**src/rtl/csr_timer_bank.sv**
```systemverilog
// Bank of NUM_CH prescaled down-counters behind a CSR port, with per-channel pending flags.
// Reads are combinational; a write takes effect at the next clk edge. There is no backpressure.
module csr_timer_bank #(
    parameter int          NUM_CH = 4,
    parameter int          CNT_W  = 32,
    parameter logic [13:0] BASE   = 14'h041
) (
    input  logic              clk,
    input  logic              resetn,
    input  logic              csr_we,
    input  logic [13:0]       csr_num,
    input  logic [31:0]       csr_wmask,
    input  logic [31:0]       csr_wvalue,
    output logic [31:0]       csr_rvalue,
    output logic              csr_hit,
    output logic [NUM_CH-1:0] timer_int,
    output logic              timer_int_any
);

    localparam logic [13:0]      TSTAT_OFF = 14'(4 * NUM_CH);
    localparam logic [CNT_W-1:0] ONES      = '1;

    logic [13:0]       w_off;
    logic              w_above;
    logic              w_ch_hit;
    logic              w_stat_hit;
    logic [11:0]       w_ch_idx;
    logic [1:0]        w_reg;
    logic [NUM_CH-1:0] w_pend;
    logic [3:0]        w_cfg_q  [NUM_CH];
    logic [CNT_W-1:0]  w_init_q [NUM_CH];
    logic [CNT_W-1:0]  w_cnt_q  [NUM_CH];

    assign w_off      = csr_num - BASE;
    assign w_above    = (csr_num >= BASE);
    assign w_ch_hit   = w_above && (w_off < TSTAT_OFF);
    assign w_stat_hit = w_above && (w_off == TSTAT_OFF);
    assign w_ch_idx   = w_off[13:2];
    assign w_reg      = w_off[1:0];
    assign csr_hit    = w_ch_hit | w_stat_hit;

    function automatic logic [3:0] f_div_m1(input logic [1:0] presc);
        case (presc)
            2'b00:   f_div_m1 = 4'd0;
            2'b01:   f_div_m1 = 4'd1;
            2'b10:   f_div_m1 = 4'd3;
            default: f_div_m1 = 4'd15;
        endcase
    endfunction

    for (genvar g = 0; g < NUM_CH; g++) begin : g_ch
        localparam logic [11:0] IDX = 12'(g);

        logic [3:0]       r_cfg;
        logic [CNT_W-1:0] r_init;
        logic [CNT_W-1:0] r_cnt;
        logic [3:0]       r_pre;
        logic             r_pend;

        logic             w_sel;
        logic             w_cfg_wr;
        logic             w_init_wr;
        logic             w_clr_wr;
        logic [3:0]       w_cfg_new;
        logic [CNT_W-1:0] w_init_new;
        logic             w_pt;
        logic             w_run;
        logic             w_uf;

        assign w_sel      = csr_we && w_ch_hit && (w_ch_idx == IDX);
        assign w_cfg_wr   = w_sel && (w_reg == 2'd0);
        assign w_init_wr  = w_sel && (w_reg == 2'd1);
        assign w_clr_wr   = w_sel && (w_reg == 2'd3) && csr_wmask[0] && csr_wvalue[0];
        assign w_cfg_new  = (csr_wmask[3:0] & csr_wvalue[3:0]) | (~csr_wmask[3:0] & r_cfg);
        assign w_init_new = (csr_wmask[CNT_W-1:0] & csr_wvalue[CNT_W-1:0])
                          | (~csr_wmask[CNT_W-1:0] & r_init);

        // A stopped one-shot (counter all-ones) never ticks; any TCFG write preempts this edge's tick.
        assign w_pt  = r_cfg[0] && (r_pre == f_div_m1(r_cfg[3:2]));
        assign w_run = w_pt && (r_cnt != ONES) && !w_cfg_wr;
        assign w_uf  = w_run && (r_cnt == '0);

        always_ff @(posedge clk or negedge resetn) begin
            if (!resetn) begin
                r_cfg  <= '0;
                r_init <= '0;
                r_cnt  <= ONES;
                r_pre  <= '0;
                r_pend <= 1'b0;
            end else begin
                if (w_init_wr) r_init <= w_init_new;
                if (w_cfg_wr) begin
                    r_cfg <= w_cfg_new;
                    if (w_cfg_new[0]) begin
                        r_cnt <= r_init;
                        r_pre <= '0;
                    end
                end else if (r_cfg[0]) begin
                    r_pre <= w_pt ? 4'd0 : r_pre + 4'd1;
                    if (w_run) begin
                        if (r_cnt == '0) r_cnt <= r_cfg[1] ? r_init : ONES;
                        else             r_cnt <= r_cnt - 1'b1;
                    end
                end
                if (w_uf)          r_pend <= 1'b1;
                else if (w_clr_wr) r_pend <= 1'b0;
            end
        end

        assign w_pend[g]   = r_pend;
        assign w_cfg_q[g]  = r_cfg;
        assign w_init_q[g] = r_init;
        assign w_cnt_q[g]  = r_cnt;
    end

    always_comb begin
        csr_rvalue = '0;
        if (w_stat_hit) begin
            csr_rvalue[NUM_CH-1:0] = w_pend;
        end else if (w_ch_hit) begin
            for (int c = 0; c < NUM_CH; c++) begin
                if (w_ch_idx == 12'(c)) begin
                    case (w_reg)
                        2'd0:    csr_rvalue[3:0]       = w_cfg_q[c];
                        2'd1:    csr_rvalue[CNT_W-1:0] = w_init_q[c];
                        2'd2:    csr_rvalue[CNT_W-1:0] = w_cnt_q[c];
                        default: csr_rvalue            = '0;
                    endcase
                end
            end
        end
    end

    assign timer_int     = w_pend;
    assign timer_int_any = |w_pend;

endmodule

```
**config.mk**
```make
export PLATFORM = sky130hd
export DESIGN_NAME = csr_timer_bank
export DESIGN_NICKNAME = d
export VERILOG_FILES = /design/src/rtl/csr_timer_bank.sv
export SDC_FILE = /design/constraint.sdc
export NUM_CORES = 1
export LEC_CHECK = 0
export BUFFER_PORTS_ARGS = -buffer_cell sky130_fd_sc_hd__buf_2
export CAP_MARGIN = 20
export CORE_MARGIN = 10
export CORE_UTILIZATION = 62
export CTS_CLUSTER_DIAMETER = 150
export DETAILED_ROUTE_END_ITERATION = 12
export PLACE_DENSITY = 0.81
export SYNTH_ARGS = -nofsm -noshare
export SYNTH_HDL_FRONTEND = slang
export SYNTH_SLANG_ARGS = --single-unit
```
**constraint.sdc**
```tcl
create_clock -name clk -period 14.7 [get_ports clk]
set_input_delay 4.41 -clock clk [delete_from_list [all_inputs] [get_ports clk]]
set_output_delay 4.41 -clock clk [all_outputs]
set_load 0.02 [all_outputs]
```
After elaboration in Yosys (flattened, before gate mapping) --
Index checks and enable logic that the tools add are counted.
Word-level totals: input bits 81, logic and storage cells 226, bits in registers 292, output and inout bits 38
Cells by class: reductions and logical operators 78, $lt $le $gt $ge 2, mux-type cells 69, add/subtract/negate cells 9, equality and inequality tests 27, bitwise logic cells 21
Operators by type and width (count):
- 32-bit 2-to-1 mux | 31
- 28-bit case mux with 3 select lines | 3
- 32-bit AND | 5
- 32-bit zero test | 4
- 32-bit != test (second input constant) | 4
- 32-bit bitwise OR | 4
- 32-bit by 1-bit subtractor with 32-bit output (second input constant) | 4
- 4-bit case mux with 3 select lines | 8
- 4-bit 2-to-1 mux | 17
- 28-bit case mux with 2 select lines | 1
- 1-bit logical AND | 43
- 32-bit NOT | 1
- 28-bit 2-to-1 mux | 1
- 12-bit by 2-bit equality test with 1-bit output (second input constant) | 2
- 2-bit nonzero test | 12
- 4-bit AND | 5
- 4-bit by 1-bit adder with 4-bit output (second input constant) | 4
- 4-bit equality test | 4
- 4-bit bitwise OR | 4
- 14-bit by 5-bit equality test with 1-bit output (second input constant) | 1
- 14-bit by 7-bit greater-or-equal comparator with 1-bit output (second input constant) | 1
- 14-bit by 5-bit < comparator with 1-bit output (second input constant) | 1
- 14-bit by 7-bit subtractor with 14-bit output (second input constant) | 1
- 12-bit by 1-bit equality test with 1-bit output (second input constant) | 1
- other kinds (12) | 44

Logic depth before layout (Yosys ltp) --
depth after elaboration 14, gate-level depth with buffers 10, gate-level depth less buffers 8

Worst setup path after synthesis --
Ideal clock, no wire load.
kind input to output, start point in csr_num[2], end point out csr_rvalue[16], path buffers 4, data required time 10.290 ns, data arrival time 6.711 ns, setup slack 3.579 ns, stages 10, path through buf_2 nor4_4 and4b_1 clkbuf_1 o2111a_1 and2_1 clkbuf_1 buf_2 nand2_1 a31oi_1
Between the ends: word-level cells in the longest chain between the ends 13, elaborated cells between the ends (all ways) 21, classes of those cells 1 x add/sub; 2 x order compare; 4 x eq/ne; 11 x mux; 3 x reduce/logical
Ends and longest elaborated chain:
- start: declaration | RTL line 11 | input logic [13:0] csr_num,
- 14-bit by 7-bit subtractor with 14-bit output | RTL line 34 | assign w_off = csr_num - BASE;
- 12-bit zero test | RTL line 122 | if (w_ch_idx == 12'(c)) begin
- 32-bit 2-to-1 mux | RTL line 122
- 32-bit 2-to-1 mux | RTL line 120 | end else if (w_ch_hit) begin
- 32-bit 2-to-1 mux | RTL line 118 | if (w_stat_hit) begin
- 28-bit case mux with 3 select lines | RTL line 123 | case (w_reg)
- 32-bit 2-to-1 mux | RTL line 122
- 28-bit case mux with 3 select lines | RTL line 123
- 32-bit 2-to-1 mux | RTL line 122
- 28-bit case mux with 3 select lines | RTL line 123
- 32-bit 2-to-1 mux | RTL line 122
- 32-bit 2-to-1 mux | RTL line 120
- 28-bit 2-to-1 mux * | RTL line 118
- end: declaration | RTL line 14 | output logic [31:0] csr_rvalue,
Mark *: on every way between the ends. The rest lies on a longest branch, timed or not. The select of a mux whose other input is x is not followed.

Worst setup path in the final report --
start point in csr_num[5], end point out csr_rvalue[21]
The elaborated chain is that of the path after synthesis.

==> impl_metrics.env <==
export IMPL_antenna_found_initial=2
export IMPL_crit_chain="buf_2 > nor4_1 > nand2_1 > nor3_1 > buf_4 > nand3_1 > buf_4 > o22a_1 > a31oi_1 > buf_2"
export IMPL_drt_wl_total_um=84900
export IMPL_cp_required_ns=10.29
export IMPL_synth_top_cell_by_area="dfrtp_1"
export IMPL_r2r_start="g_ch[0].r_cnt[25]"
export IMPL_drive_gt1_frac=0.256
export IMPL_dr_pass1_iters=6
export IMPL_ios=119
export IMPL_insertion_delay_ns=0.56
export IMPL_seqCellArea_um2=7470
export IMPL_num_vias=20300
export IMPL_grt_max_degree=81
export IMPL_syn_area_um2=20000
export IMPL_cpLargestDelayFamily="simple AND/OR/NAND/NOR gates"
export IMPL_cpMaxStageDelayCell="nand3_1"
export IMPL_clkTransAtPathRegs_ns=0.06
export IMPL_overflow=0
export IMPL_postRouteAntennaNets=0
export IMPL_cts_buffers=35
export IMPL_synth_area_leaders="dfrtp_1 (21%), dfstp_2 (17%), mux2_2 (10%)"
export IMPL_cts_root_buf="clkbuf_16"
export IMPL_worst_setup_path_start_kind="primary input"
export IMPL_cpPeakStageDelay_ns=0.51
export IMPL_syn_nets=2279
export IMPL_ys_seq_area_frac=0.373
export IMPL_crit_fanout=16
export IMPL_whs_ns=0.500
export IMPL_grtUsageTotal=0.420
export IMPL_multi_input_area_um2=11600
export IMPL_maxCapViolCount=0
export IMPL_p_per_area_nw_per_um2=83.4
export IMPL_cts_sinks=292
export IMPL_final_period_utilization=0.828
export IMPL_ir_drop_uv=80.0
export IMPL_fin_crit_ns=12.17
export IMPL_synth_top_flop_cell="dfrtp_1"
export IMPL_async_reset_ff_frac=1.00
export IMPL_min_from="g_ch[2].r_cnt[30]"
export IMPL_power_static_leakage_nw=9.26
export IMPL_wl_per_cell_um=32.0
export IMPL_num_nets_final=2316
export IMPL_max_freq_mhz=82.2
export IMPL_rsz0062_at_grt="false"
export IMPL_startpoint="csr_num[5]"
export IMPL_fin_tns_setup_ns=0
export IMPL_yosysWarnings=0
export IMPL_post_dp_hpwl_um=61900
export IMPL_fp_dieW_um=200
export IMPL_cts_resized=0
export IMPL_gp_congestion=1.04
export IMPL_drv_slew=0
export IMPL_netlist_area_leader_share=0.205
export IMPL_cts_setup_buffers=0
export IMPL_cts_tree="built"
export IMPL_clk_path_buf_depth=3
export IMPL_area_growth_pct=10.0
export IMPL_synth_avg_cell_area_um2=9.17
export IMPL_finalClockSkew_ns=0.0304
export IMPL_critical_path_class="primary input to output pin"
export IMPL_yosys_cell_types_count=81
export IMPL_die_h_um=200
export IMPL_finalSetupViolCount=0
export IMPL_crit_arrival_ns=7.76
export IMPL_hold_viol_final=0
export IMPL_worstMarginPinSlew_ns=1.29
export IMPL_max_slew_margin_rel=0.138
export IMPL_via_per_inst=7.64
export IMPL_synth_edf_count=0
export IMPL_rows=65
export IMPL_drc=0
export IMPL_hold_path_class="register to register"
export IMPL_grt_pass1_vias=19300
export IMPL_grt_pass1_wl_um=125000
export IMPL_drt_iter0_markers=3141
export IMPL_initial_core_util=0.631
export IMPL_outcome="finished clean"
export IMPL_cts_hold_buf=0
export IMPL_h_tree_depth=2
export IMPL_coreArea_um2=31700
export IMPL_ys_ff_latch=292
export IMPL_fillers=2450
export IMPL_io_buffers=118
export IMPL_crit_buf_inv=4
export IMPL_dieArea_um2=39900
export IMPL_endpoint_kind="output pin"
export IMPL_syn_instance_count=2182
## path summary, 6_finish.rpt
check,depth (start not counted),to,slack (ns)
max in group asynchronous,4,asynchronous set/reset pin,8.74
min in group asynchronous,1,g_ch[3].r_pre[0],3.84
min reg2reg,2,g_ch[2].r_cnt[30],0.50
max reg2reg,7,g_ch[0].r_cnt[7],10.93
min,2,g_ch[2].r_cnt[30],0.50
max,10,csr_rvalue[21],2.53
## power breakdown
part | switching [mW] | internal [mW] | leakage [nW] | total (mW)
combinational | 0.0894 | 0.0323 | 5.10 | 0.122
sequential | 0.00308 | 0.808 | 3.59 | 0.811
clock | 0.381 | 0.522 | 0.575 | 0.903
total | 0.474 | 1.36 | 9.26 | 1.84
## Yosys cell counts (9+ instances only)
master       n
nor2_1     202
mux2_2     184
nand2_1    177
dfrtp_1    164
dfstp_2    128
clkbuf_1   119
nand4_1     99
mux2i_1     89
inv_1       85
a22oi_1     76
a2bb2oi_1   70
a21oi_1     62
nand3_1     60
o21ai_0     57
nor3_1      56
o22ai_1     56
nor4_1      53
o21bai_1    34
o22a_1      29
o2bb2a_1    27
buf_2       26
a22o_1      23
o32ai_1     21
a31oi_1     16
ha_1        16
o2bb2ai_1   14
nor3b_1     13
or3_1       13
o221ai_1    12
and2_1      11
and3_1      10
or4_1        9
## cell usage in the layout (no fill, tap or decap), types with 76 or more instances in the layout
cell	count
nor2_1	201
mux2_2	184
nand2_1	177
dfrtp_1	164
dfstp_2	128
buf_2	116
nand4_1	99
mux2i_1	89
inv_1	85
a22oi_1	76
## metal layers
metal / wire, µm / track usage / part of all wire / vias up
met3: 11800 / 0.136 / 0.14 / 360
met4: 6150 / 0.255 / 0.072 / 2
met5: 13 / 0 / 0.00015 / -
met1: 30500 / 0.527 / 0.36 / 9825
met2: 36400 / 0.618 / 0.43 / 1680
li1: - / - / - / 8390
## logic make-up after synthesis
kind of cell	share of synthesized area
simple gates	0.192
mux	0.148
compound gates	0.222
fa+ha+maj	0.0100
buf+inv	0.0514
flops	0.373
xor+xnor	0.00306
## final cells by class
type / instances / area share
clock inverters: 20 / 0.00932
well taps: 402 / 0.0228
multi-input cells: 1642 / 0.526
inverters: 85 / 0.0145
clock buffers: 44 / 0.0436
repair buffers: 163 / 0.0440
flip-flops and latches: 292 / 0.339
diodes: 2 / 0.000227
## worst register-to-register path, stage by stage, from the launching register on
cell and delay [ns]:
dfstp_2 0.61, nand4_1 0.13, nor4_1 0.87, a32oi_1 0.30, nand3_1 0.17, buf_4 0.34, nand2_1 0.74, o2bb2a_1 0.55
## stage by stage
stage / utilization / instance area [µm²] / setup WS (ns) / power [mW] / instances
global placement: 0.656 / 20800 / 2.79 / 0.937 / 2581
floorplan: - / 20000 / 3.58 / 0.872 / 2182
detailed placement: 0.656 / 20800 / 2.73 / 0.938 / 2581
global route: 0.694 / 22000 / 2.43 / 1.87 / 2648
finish: 0.694 / 22000 / 2.53 / 1.84 / 2650
CTS: 0.693 / 22000 / 2.74 / 1.82 / 2645
Note: power is estimated with default switching activity, not from simulation.
